[src/rtl/btn_pkg.sv]
// btn_pkg: shared button-bank constants and debounce counter sizing
package btn_pkg;
  localparam int N_BTN_DEF    = 18;
  localparam int DEBOUNCE_DEF = 4;
  localparam int IDX_LOAD     = 16;
  localparam int IDX_START    = 17;
  localparam int DATA_W       = 16;
  function automatic int cnt_width(input int deb);
    return $clog2(deb + 1);
  endfunction
endpackage

[src/rtl/btn_conditioner_debounce_cell.sv]
// debounce_cell: one-bit synchroniser, counter debounce filter and registered edge pulses
module debounce_cell
  import btn_pkg::*;
#(
  parameter int DEBOUNCE_CYC = DEBOUNCE_DEF
) (
  input  logic clk,
  input  logic nRST,
  input  logic raw,
  output logic level,
  output logic rise,
  output logic fall,
  output logic press
);
  localparam int CNT_W = cnt_width(DEBOUNCE_CYC);
  localparam logic [CNT_W-1:0] CNT_MAX = CNT_W'(DEBOUNCE_CYC - 1);
  logic sync1_q, sync1_d, sync2_q, sync2_d, level_q, level_d, rise_q, rise_d, fall_q, fall_d, accept;
  logic [CNT_W-1:0] cnt_q, cnt_d;
  // a run of differing samples shorter than DEBOUNCE_CYC restarts from zero
  always_comb begin
    accept  = (sync2_q != level_q) && (cnt_q == CNT_MAX);
    sync1_d = raw;
    sync2_d = sync1_q;
    cnt_d   = (sync2_q == level_q || accept) ? '0 : cnt_q + 1'b1;
    level_d = accept ? sync2_q : level_q;
    rise_d  = accept & sync2_q;
    fall_d  = accept & ~sync2_q;
  end
  always_ff @(posedge clk or negedge nRST) begin
    if (!nRST) begin
      sync1_q <= 1'b0;
      sync2_q <= 1'b0;
      cnt_q   <= '0;
      level_q <= 1'b0;
      rise_q  <= 1'b0;
      fall_q  <= 1'b0;
    end else begin
      sync1_q <= sync1_d;
      sync2_q <= sync2_d;
      cnt_q   <= cnt_d;
      level_q <= level_d;
      rise_q  <= rise_d;
      fall_q  <= fall_d;
    end
  end
  assign level = level_q;
  assign rise  = rise_q;
  assign fall  = fall_q;
  assign press = rise_d;
endmodule

[src/rtl/btn_conditioner.sv]
// btn_conditioner: per-button debounce bank with registered any-press flag
module btn_conditioner
  import btn_pkg::*;
#(
  parameter int N_BTN        = N_BTN_DEF,
  parameter int DEBOUNCE_CYC = DEBOUNCE_DEF
) (
  input  logic             clk,
  input  logic             nRST,
  input  logic [N_BTN-1:0] btn_raw,
  output logic [N_BTN-1:0] btn_level,
  output logic [N_BTN-1:0] btn_rise,
  output logic [N_BTN-1:0] btn_fall,
  output logic             any_rise
);
  logic [N_BTN-1:0] press;
  logic any_rise_q, any_rise_d;
  for (genvar i = 0; i < N_BTN; i++) begin : g_cell
    debounce_cell #(.DEBOUNCE_CYC(DEBOUNCE_CYC)) u_cell (
      .clk  (clk),
      .nRST (nRST),
      .raw  (btn_raw[i]),
      .level(btn_level[i]),
      .rise (btn_rise[i]),
      .fall (btn_fall[i]),
      .press(press[i])
    );
  end
  always_comb any_rise_d = |press;
  always_ff @(posedge clk or negedge nRST) begin
    if (!nRST) any_rise_q <= 1'b0;
    else any_rise_q <= any_rise_d;
  end
  assign any_rise = any_rise_q;
endmodule
[config.mk]
export PLATFORM = sky130hd
export DESIGN_NAME = btn_conditioner
export DESIGN_NICKNAME = d
export VERILOG_FILES = /design/src/rtl/btn_pkg.sv /design/src/rtl/btn_conditioner_debounce_cell.sv /design/src/rtl/btn_conditioner.sv
export SDC_FILE = /design/constraint.sdc
export NUM_CORES = 1
export LEC_CHECK = 0
export CORE_ASPECT_RATIO = 1.1
export CORE_UTILIZATION = 40
export DETAILED_ROUTE_END_ITERATION = 8
export PLACE_DENSITY = 0.69
export RECOVER_POWER = 50
export SYNTH_ARGS = -nofsm -noshare
export SYNTH_HDL_FRONTEND = slang
export SYNTH_SLANG_ARGS = --single-unit
[constraint.sdc]
create_clock -name clk -period 3.12 [get_ports clk]
set_input_delay 0.624 -clock clk [delete_from_list [all_inputs] [get_ports clk]]
set_output_delay 0.624 -clock clk [all_outputs]
set_load 0.01 [all_outputs]
* After elaboration in Yosys (flattened, before gate mapping)
Cells that the tools add are included.
** Word-level totals
- Output and inout port bits :: 55
- Logic and storage cells :: 290
- Flip-flop bits (word level) :: 145
- Input port bits :: 20
** Operators by class
- $add $sub $neg :: 18
- Bitwise operators :: 54
- Muxes and demuxes :: 18
- Equality and inequality tests :: 54
- Reduce and logical (&&, ||, !) cells :: 37
** Operators by type and width (number)
- $add A3 B1 Y3 const B :: 18
- $eq A3 B2 Y1 const B :: 18
- $mux W3 :: 18
- $and A1 B1 Y1 :: 36
- $eq A1 B1 Y1 :: 18
- $logic_and A1 B1 Y1 :: 18
- $logic_or A1 B1 Y1 :: 18
- $ne A1 B1 Y1 :: 18
- $not A1 Y1 :: 18
- $reduce_or A18 Y1 :: 1

* Logic depth before layout (Yosys ltp)
Gate-level depths: netlist of the first run.
- Word-level depth :: 4
- Depth in mapped cells :: 6
- Gate-level depth less buffers :: 6

* Cells and area by module
Synthesis of the first run repeated with hierarchy kept, for this count alone.
** Unflattened totals
- Cells, all modules :: 367
- Area, all modules :: 5176.2 um2
** By module, submodules not included
- debounce_cell :: cells an instance 20, area each 284.0 um2, instances 18, sequential area each 200.2 um2
- btn_conditioner :: cells an instance 7, area each 63.8 um2, instances 1, sequential area each 25.0 um2

* Least setup slack after synthesis of the first run
OpenSTA, ideal clock, no wires.
- Path type :: register to register
- From :: register g_cell[5].u_cell.cnt_q[0]
- To :: register any_rise_q (netlist: any_rise)
- Data arrival time :: 1316 ps
- Buffers on the path :: 0
- Clock period less this slack :: 1451 ps
- Setup slack :: 1669 ps
- Data required time :: 2984 ps
- Library setup time :: 136 ps
- Cell stages (with the launch flop) :: 7
- Cells stage by stage :: dfrtp_1 -> ha_1 -> ha_1 -> nand3b_1 -> o2111ai_1 -> nor4b_2 -> nand3_1
** On the way
- Cells in the longest elaborated chain, start to end :: 4
** Ends and longest elaborated chain
- start, declared :: line btn_conditioner_debounce_cell.sv:18 : logic [CNT_W-1:0] cnt_q, cnt_d;
- start signal, assigned :: line btn_conditioner_debounce_cell.sv:40 : cnt_q <= cnt_d;
- $eq A3 B2 Y1 :: line btn_conditioner_debounce_cell.sv:21 : accept = (sync2_q != level_q) && (cnt_q == CNT_MAX);
- $logic_and A1 B1 Y1 :: line btn_conditioner_debounce_cell.sv:21
- $and A1 B1 Y1 :: line btn_conditioner_debounce_cell.sv:26 : rise_d = accept & sync2_q;
- $reduce_or A18 Y1 :: line btn_conditioner.sv:29 : always_comb any_rise_d = |press;
- via any_rise_d :: line btn_conditioner.sv:17 : logic any_rise_q, any_rise_d;
- end signal, assigned :: line btn_conditioner.sv:32 : else any_rise_q <= any_rise_d;
- end, declared :: line btn_conditioner.sv:17
The timed path passes the listed nets, and every way through them passes these cells.
A chain may end at the register's enable or synchronous reset.

* Worst setup path in the final report of the first run
- From :: register g_cell[4].u_cell.level_q
- To :: output btn_level[4]
** RTL lines
- start, declared :: line btn_conditioner_debounce_cell.sv:17 : logic sync1_q, sync1_d, sync2_q, sync2_d, level_q, level_d, rise_q, rise_d, fall_q, fall_d, accept;
- start signal, assigned :: line btn_conditioner_debounce_cell.sv:41 : level_q <= level_d;
- end, declared :: line btn_conditioner.sv:11 : output logic [N_BTN-1:0] btn_level,
No word-level cell between the ends.

==> impl_metrics.xml, run 1 <==
<?xml version="1.0" encoding="UTF-8"?>
<metrics>
  <group name="run_status">
    <metric name="outcome" unit="">complete, but fails checks</metric>
    <metric name="failed_checks" unit="">max-capacitance violations, max-slew violations</metric>
  </group>
  <group name="worst_setup_path">
    <metric name="timing.critical_path.arrival" unit="ns">1.42</metric>
    <metric name="crit_fanout" unit="">6</metric>
    <metric name="critical-path-max-stage-delay" unit="ns">0.57</metric>
    <metric name="cpMaxStageDelayCell" unit="">sky130_fd_sc_hd__clkdlybuf4s50_1</metric>
    <metric name="cp.buffers_inverters" unit="">1</metric>
    <metric name="cp-start-kind" unit="">register</metric>
    <metric name="worstSetupPathType" unit="">register to output pin</metric>
    <metric name="critPathTopFamily" unit="">buffers and inverters</metric>
    <metric name="crit_path_end_kind" unit="">output pin</metric>
    <metric name="critPathRequiredTime" unit="ns">2.50</metric>
    <metric name="cell_chain_of_the_critical_path" unit="">clkdlybuf4s50_1</metric>
  </group>
  <group name="synth">
    <metric name="synth_top_cells_by_count" unit="">sky130_fd_sc_hd__dfrtp_1 (145), sky130_fd_sc_hd__nor2_1 (71), sky130_fd_sc_hd__buf_4 (54)</metric>
    <metric name="synth.yosys.warnings" unit="">0</metric>
    <metric name="netlist_top_cells_area" unit="">sky130_fd_sc_hd__dfrtp_1 (65%), sky130_fd_sc_hd__ha_1 (8.0%), sky130_fd_sc_hd__buf_4 (7.2%)</metric>
    <metric name="area_share_of_and_or_nand_nor_cells_after_synthesis" unit="%">11.4</metric>
    <metric name="largest_family_of_logic_cells_by_synthesized_area" unit="">simple AND/OR/NAND/NOR gates</metric>
    <metric name="synthMuxAreaShare" unit="%">0.802</metric>
    <metric name="synth-async-reset-ratio" unit="%">100</metric>
    <metric name="netlist-cell-type-count" unit="">19</metric>
    <metric name="synth.most_common_cell" unit="">sky130_fd_sc_hd__dfrtp_1</metric>
    <metric name="synth_fa_ha_area_share" unit="%">8.02</metric>
    <metric name="mean_instance_size_in_the_synthesized_netlist" unit="um^2">12.3</metric>
    <metric name="mappedNetlistNets" unit="">514</metric>
    <metric name="synth_enable_flop_cells" unit="">0</metric>
    <metric name="post_synth_xor_area_fraction" unit="%">2.81</metric>
    <metric name="synth.largest_area_cell" unit="">sky130_fd_sc_hd__dfrtp_1</metric>
    <metric name="synth_ff_type" unit="">sky130_fd_sc_hd__dfrtp_1</metric>
    <metric name="synth_top_area_share" unit="%">64.6</metric>
    <metric name="mapped_cell_area" unit="mm^2">0.00562</metric>
    <metric name="synth_compound_gate_area_share" unit="%">1.63</metric>
    <metric name="yosys_register_bits" unit="">145</metric>
    <metric name="synth_cells" unit="">458</metric>
    <metric name="synth_sequential_area_ratio" unit="%">64.6</metric>
  </group>
  <group name="timing">
    <metric name="worst_pin_slew" unit="ns">1.51</metric>
    <metric name="timing.final.crit_share" unit="%">65.4</metric>
    <metric name="timing.final.setup_violations" unit="">0</metric>
    <metric name="rsz_0062_raised_after_global_routing" unit="">no</metric>
    <metric name="totalNegativeSetupSlack" unit="ns">0</metric>
    <metric name="slew_headroom" unit="%">-0.880</metric>
    <metric name="hold_violations" unit="">0</metric>
    <metric name="timing_max_transition_violations_final" unit="">62</metric>
    <metric name="clock.fmax" unit="MHz">490</metric>
    <metric name="finalCriticalPeriod" unit="ns">2.04</metric>
    <metric name="finalClockSkew" unit="ns">0.00966</metric>
  </group>
  <group name="place">
    <metric name="port-buffer-count" unit="">74</metric>
    <metric name="globalplace.congestion" unit="">0.722</metric>
    <metric name="placed_cell_area" unit="mm^2">0.00621</metric>
    <metric name="post-dp-hpwl" unit="mm">5.53</metric>
  </group>
  <group name="clocking">
    <metric name="htreeDepth" unit="">4</metric>
    <metric name="cts_made_buffers" unit="">17</metric>
    <metric name="clk_root_buffer_cell" unit="">sky130_fd_sc_hd__clkbuf_16</metric>
    <metric name="clkLatencyLatePin" unit="ns">0.41</metric>
    <metric name="cts_tree" unit="">yes</metric>
    <metric name="cts.repair.resized" unit="">0</metric>
    <metric name="numClockSinks" unit="">145</metric>
    <metric name="cts.clk_slew.worst_paths" unit="ns">0.06</metric>
    <metric name="cts_hold_buf" unit="">0</metric>
    <metric name="setup_fix_bufs_post_cts" unit="">0</metric>
    <metric name="deepest_clock_path_buffer_count" unit="">2</metric>
  </group>
  <group name="detailed_routing">
    <metric name="detailroute.via_count" unit="">3004</metric>
    <metric name="postRouteWirelength" unit="mm">7.92</metric>
    <metric name="dr.pass1.iters" unit="">4</metric>
    <metric name="detail_route.wl_per_cell" unit="um">11.3</metric>
    <metric name="first_iter_violations" unit="">122</metric>
    <metric name="post-route-drc-count" unit="">0</metric>
    <metric name="antenna_violating_nets_post_route" unit="">0</metric>
    <metric name="post_drt_via_cell_ratio" unit="">4.30</metric>
  </group>
  <group name="power">
    <metric name="switching_share" unit="%">27.6</metric>
    <metric name="cell_internal_pwr" unit="mW">4.25</metric>
    <metric name="pwr-share-seq" unit="%">43.5</metric>
    <metric name="p_sw" unit="mW">1.62</metric>
    <metric name="clockPowerShare" unit="%">34.6</metric>
    <metric name="power_frac_comb" unit="%">21.9</metric>
    <metric name="irDropWorstVdd" unit="mV">0.398</metric>
    <metric name="power.leakage" unit="nW">3.32</metric>
    <metric name="power.density_cell_area" unit="mW/mm^2">862</metric>
  </group>
  <group name="global_routing">
    <metric name="antenna_found_initial" unit="">0</metric>
    <metric name="grt.overflow.total" unit="">0</metric>
    <metric name="first_global_vias" unit="">2974</metric>
    <metric name="grt_max_degree" unit="">63</metric>
    <metric name="groute.usage.overall" unit="%">12.4</metric>
    <metric name="global_route_wire_length_before_repair" unit="mm">13.5</metric>
  </group>
  <group name="die">
    <metric name="placementRows" unit="">45</metric>
    <metric name="die_x" unit="um">115</metric>
    <metric name="pin_count" unit="">75</metric>
    <metric name="initial_core_util" unit="%">40.9</metric>
    <metric name="die_span_in_y" unit="um">126</metric>
    <metric name="die_area" unit="mm^2">0.0145</metric>
    <metric name="fp.coreArea" unit="mm^2">0.0137</metric>
  </group>
  <group name="cells_and_area">
    <metric name="regArea" unit="mm^2">0.00363</metric>
    <metric name="multi_input_comb_area" unit="mm^2">0.00138</metric>
    <metric name="postLayoutCellArea" unit="mm^2">0.00681</metric>
    <metric name="antennaDiodeCount" unit="">0</metric>
    <metric name="final.fill_count" unit="">1213</metric>
    <metric name="post_route_cells_drive_above_1_share" unit="%">7.44</metric>
    <metric name="area_growth_syn_to_layout" unit="%">21.3</metric>
    <metric name="finalNetCount" unit="">555</metric>
  </group>
  <group name="hold_path">
    <metric name="hp-class" unit="">register to register</metric>
  </group>
  <group name="run">
    <metric name="max_cap_viol_count" unit="">1</metric>
  </group>
</metrics>
-- flip-flops by register name, summed over array words and instances, names as in the netlist --
signal and flops:
g_cell.u_cell.level 18, g_cell.u_cell.fall 18, any_rise 1, g_cell.u_cell.sync1_q 18, g_cell.u_cell.sync2_q 18, g_cell.u_cell.rise 18
g_cell.u_cell.cnt_q 54
-- final cells by class --
| cell class | count | area share [%] |
|---|---|---|
| sequential | 145 | 53.3 |
| multi-input combinational | 206 | 20.3 |
| timing repair buffer | 76 | 11.2 |
| clock buffer | 22 | 6.96 |
| tap | 188 | 3.45 |
| inverter | 53 | 2.92 |
| clock inverter | 9 | 1.93 |
-- per-layer routing --
metal | GRT usage, % | up-vias | routed length, um
met3 | 5.05 | 12 | 431
met4 | 5.73 | 0 | 110
met1 | 14.9 | 1464 | 3560
li1 | - | 1462 | -
met5 | 0 | - | 0
met2 | 19.4 | 66 | 3820
-- cells in the final DEF, fill, tap and decap left out, drive strengths merged --
cell | netlist | final
o21ai | 14 | 14
nor2 | 71 | 71
nor4 | 2 | 2
clkdlybuf4s50 | 0 | 55
buf | 54 | 1
xor2 | 18 | 18
o2111ai | 1 | 1
nor4b | 1 | 1
dlygate4sd3 | 0 | 18
clkinv | 0 | 3
bufinv | 0 | 3
nand3 | 1 | 1
clkbuf | 0 | 24
clkinvlp | 0 | 3
mux2 | 4 | 4
dfrtp | 145 | 145
ha | 36 | 36
nor3b | 11 | 11
o22ai | 2 | 2
nand2b | 18 | 18
nand3b | 3 | 3
and3b | 6 | 6
nand2 | 18 | 18
inv | 53 | 53
-- power groups by stage --
stage	logic [mW]	clock network (mW)	registers [mW]
global route	1.50	2.17	2.61
CTS	1.33	2.09	2.56
floorplan	0.993	0	2.53
global placement	1.24	0	2.56
finish	1.29	2.03	2.56
detailed placement	1.31	0	2.59
-- metrics by stage --
stage          setup slack [ns]  power, mW  utilization [%]  hold WS [ns]  std cells
6_report                   1.08       5.87             49.6         0.346        699
5_1_grt                   0.735       6.28             49.6         0.350        699
4_1_cts                    1.05       5.98             49.6         0.198        699
3_5_place_dp               1.25       3.91             45.2         0.335        668
3_3_place_gp               1.35       3.81             45.2         0.332        668
2_1_floorplan              1.67       3.52                -         0.328        458
-- path summary, 6_finish.rpt --
kind	slack, ns	cells after the start	startpoint	to
setup / recovery	1.08	1	g_cell[4].u_cell.level	btn_level[4]
hold / removal	0.35	0	g_cell[12].u_cell.sync1_q	g_cell[12].u_cell.sync2_q
setup reg to reg	1.25	6	g_cell[5].u_cell.cnt_q[0]	any_rise
hold reg to reg	0.35	0	g_cell[12].u_cell.sync1_q	g_cell[12].u_cell.sync2_q
max in group asynchronous	1.17	2	nRST	g_cell[3].u_cell.rise
min in group asynchronous	0.59	1	nRST	g_cell[7].u_cell.sync1_q
-- logic make-up (layout without fill, tap and decap cells) --
group / count (synthesis) / count (layout)
flops: 145 / 145
fa+ha+maj: 36 / 36
compound gates: 17 / 17
xor+xnor: 18 / 18
buf+inv: 107 / 160
simple gates: 131 / 131
mux: 4 / 4
Note: power is estimated with default switching activity, not from simulation.
==> inputs of run 2 (changes only) <==
==> constraint.sdc (replaced) <==
create_clock -name clk -period 2 [get_ports clk]
set_input_delay 0.4 -clock clk [delete_from_list [all_inputs] [get_ports clk]]
set_output_delay 0.4 -clock clk [all_outputs]
set_load 0.01 [all_outputs]
==> impl_metrics.xml, run 2 (synthesized netlist as in run 1, its figures left out) <==
<?xml version="1.0" encoding="UTF-8"?>
<metrics>
  <group name="run_status">
    <metric name="outcome" unit="">completed</metric>
  </group>
  <group name="worst_setup_path">
    <metric name="cp.buffers_inverters" unit="">1</metric>
    <metric name="cp-start-kind" unit="">register</metric>
    <metric name="reg2reg_slack" unit="ns">0.34</metric>
    <metric name="critical-path-max-stage-delay" unit="ns">0.59</metric>
    <metric name="cell_chain_of_the_critical_path" unit="">clkdlybuf4s50_1</metric>
    <metric name="worstSetupPathType" unit="">register to output pin</metric>
    <metric name="critPathTopFamily" unit="">buffers and inverters</metric>
    <metric name="timing.critical_path.arrival" unit="ns">1.45</metric>
    <metric name="critPathRequiredTime" unit="ns">1.60</metric>
    <metric name="crit_path_end_kind" unit="">output pin</metric>
    <metric name="r2r-end" unit="">any_rise</metric>
    <metric name="regToRegStartpoint" unit="">g_cell[6].u_cell.cnt_q[0]</metric>
    <metric name="crit_fanout" unit="">6</metric>
    <metric name="cpMaxStageDelayCell" unit="">sky130_fd_sc_hd__clkdlybuf4s50_1</metric>
    <metric name="r2r_cells" unit="">6</metric>
  </group>
  <group name="power">
    <metric name="irDropWorstVdd" unit="mV">0.662</metric>
    <metric name="clockPowerShare" unit="%">34.8</metric>
    <metric name="overall_power_consumption" unit="mW">9.24</metric>
    <metric name="pwr-share-seq" unit="%">43.3</metric>
    <metric name="switching_share" unit="%">28.4</metric>
    <metric name="power.density_cell_area" unit="mW/mm^2">1350</metric>
    <metric name="power.leakage" unit="nW">3.34</metric>
    <metric name="p_sw" unit="mW">2.63</metric>
    <metric name="cell_internal_pwr" unit="mW">6.61</metric>
    <metric name="power_frac_comb" unit="%">21.9</metric>
  </group>
  <group name="timing">
    <metric name="finalCriticalPeriod" unit="ns">1.85</metric>
    <metric name="hold_violations" unit="">0</metric>
    <metric name="totalNegativeSetupSlack" unit="ns">0</metric>
    <metric name="timing_max_transition_violations_final" unit="">0</metric>
    <metric name="clock.fmax" unit="MHz">540</metric>
    <metric name="slew_headroom" unit="%">34.5</metric>
    <metric name="worst_pin_slew" unit="ns">0.982</metric>
    <metric name="timing.final.crit_share" unit="%">92.7</metric>
    <metric name="finalClockSkew" unit="ns">0.00508</metric>
    <metric name="rsz_0062_raised_after_global_routing" unit="">no</metric>
    <metric name="timing.final.setup_violations" unit="">0</metric>
  </group>
  <group name="global_routing">
    <metric name="groute.usage.overall" unit="%">13.2</metric>
    <metric name="grt.overflow.total" unit="">0</metric>
    <metric name="antenna_found_initial" unit="">0</metric>
    <metric name="grt_max_degree" unit="">47</metric>
    <metric name="global_route_wire_length_before_repair" unit="mm">14.4</metric>
    <metric name="first_global_vias" unit="">3126</metric>
  </group>
  <group name="die">
    <metric name="die_span_in_y" unit="um">126</metric>
    <metric name="initial_core_util" unit="%">40.9</metric>
    <metric name="placementRows" unit="">45</metric>
    <metric name="die_x" unit="um">115</metric>
    <metric name="die_area" unit="mm^2">0.0145</metric>
    <metric name="fp.coreArea" unit="mm^2">0.0137</metric>
    <metric name="pin_count" unit="">75</metric>
  </group>
  <group name="detailed_routing">
    <metric name="antenna_violating_nets_post_route" unit="">0</metric>
    <metric name="detail_route.wl_per_cell" unit="um">11.9</metric>
    <metric name="dr.pass1.iters" unit="">4</metric>
    <metric name="post_drt_via_cell_ratio" unit="">4.29</metric>
    <metric name="post-route-drc-count" unit="">0</metric>
    <metric name="first_iter_violations" unit="">179</metric>
    <metric name="postRouteWirelength" unit="mm">8.38</metric>
    <metric name="detailroute.via_count" unit="">3013</metric>
  </group>
  <group name="clocking">
    <metric name="htreeDepth" unit="">4</metric>
    <metric name="clkLatencyLatePin" unit="ns">0.41</metric>
    <metric name="numClockSinks" unit="">145</metric>
    <metric name="cts.repair.resized" unit="">0</metric>
    <metric name="cts.clk_slew.worst_paths" unit="ns">0.06</metric>
    <metric name="cts_made_buffers" unit="">17</metric>
    <metric name="deepest_clock_path_buffer_count" unit="">2</metric>
    <metric name="cts_hold_buf" unit="">1</metric>
    <metric name="cts_tree" unit="">yes</metric>
    <metric name="clk_root_buffer_cell" unit="">sky130_fd_sc_hd__clkbuf_16</metric>
    <metric name="setup_fix_bufs_post_cts" unit="">0</metric>
  </group>
  <group name="place">
    <metric name="globalplace.congestion" unit="">0.712</metric>
    <metric name="port-buffer-count" unit="">74</metric>
    <metric name="dpl.cell_count" unit="">669</metric>
    <metric name="post-dp-hpwl" unit="mm">5.77</metric>
  </group>
  <group name="cells_and_area">
    <metric name="final_core_utilization" unit="%">49.8</metric>
    <metric name="area_growth_syn_to_layout" unit="%">21.8</metric>
    <metric name="largest_register_ff_count" unit="">54</metric>
    <metric name="finalNetCount" unit="">557</metric>
    <metric name="largest-register" unit="">g_cell.u_cell.cnt_q</metric>
    <metric name="post_route_cells_drive_above_1_share" unit="%">8.17</metric>
    <metric name="final_cell_count_no_fill" unit="">702</metric>
    <metric name="layout_commonest_cell" unit="">sky130_fd_sc_hd__dfrtp_1</metric>
    <metric name="antennaDiodeCount" unit="">0</metric>
    <metric name="final_cell_mix" unit="">sky130_fd_sc_hd__dfrtp_1 (145), sky130_fd_sc_hd__nor2_1 (71), sky130_fd_sc_hd__clkdlybuf4s50_1 (55), sky130_fd_sc_hd__inv_1 (53), sky130_fd_sc_hd__ha_1 (36)</metric>
  </group>
  <group name="hold_path">
    <metric name="hold_end" unit="">g_cell[1].u_cell.sync2_q</metric>
    <metric name="holdCritStartpoint" unit="">g_cell[1].u_cell.sync1_q</metric>
    <metric name="hold_path_cells" unit="">0</metric>
    <metric name="hp-class" unit="">register to register</metric>
  </group>
  <group name="run">
    <metric name="max_cap_viol_count" unit="">0</metric>
  </group>
</metrics>
==> run 2: how the worst max path moves through the flow <==
stage                                          from           end  depth (start not counted)
after detailed placement  g_cell[6].u_cell.cnt_q[0]      any_rise                          6
after global routing         g_cell[4].u_cell.level  btn_level[4]                          1
after global placement    g_cell[6].u_cell.cnt_q[0]      any_rise                          6
final                        g_cell[4].u_cell.level  btn_level[4]                          1
after floorplan           g_cell[5].u_cell.cnt_q[0]      any_rise                          6
after CTS                    g_cell[4].u_cell.level  btn_level[4]                          1
==> run 2: worst reg2reg max path: stages (launching register included) <==
cell and delay (ns):
sky130_fd_sc_hd__dfrtp_1 0.38, sky130_fd_sc_hd__ha_1 0.21, sky130_fd_sc_hd__ha_1 0.22, sky130_fd_sc_hd__nand3b_1 0.14
sky130_fd_sc_hd__o2111ai_1 0.19, sky130_fd_sc_hd__nor4b_2 0.28, sky130_fd_sc_hd__nand3_1 0.10
==> run 2: metrics by stage <==
| step | setup WS (ns) | instance area, um^2 | hold WS, ns |
|---|---|---|---|
| after floorplan | 0.549 | 5620 | 0.104 |
| after global placement | 0.371 | 6230 | 0.331 |
| after detailed placement | 0.330 | 6230 | 0.336 |
| after CTS | 0.115 | 6860 | 0.349 |
| after global routing | 0.0889 | 6840 | 0.359 |
| final | 0.146 | 6840 | 0.346 |
==> run 2: final cells by class <==
cell class              count  area, um^2
multi-input cells         206        1380
clock inverters            13         159
clock buffers              19         453
flip-flops and latches    145        3630
fillers                  1254        6900
repair buffers             78         785
inverters                  53         199
well taps                 188         235
==> run 2: power groups by stage <==
stage / Sequential [mW] / Combinational (mW) / Clock (mW)
6_report: 4.00 / 2.02 / 3.21
5_1_grt: 4.08 / 2.36 / 3.42
4_1_cts: 4.01 / 2.09 / 3.31
3_5_place_dp: 4.05 / 2.06 / 0
3_3_place_gp: 4.01 / 1.94 / 0
2_1_floorplan: 3.94 / 1.55 / 0
==> run 2: metal layers <==
metal / global-route usage (%) / vias up / share of wire [%]
met3: 5.05 / 17 / 5.1
li1: - / 1469 / -
met2: 21.2 / 69 / 48
met4: 6.72 / 0 / 2.4
met5: 0 / - / 0
met1: 15.4 / 1458 / 44
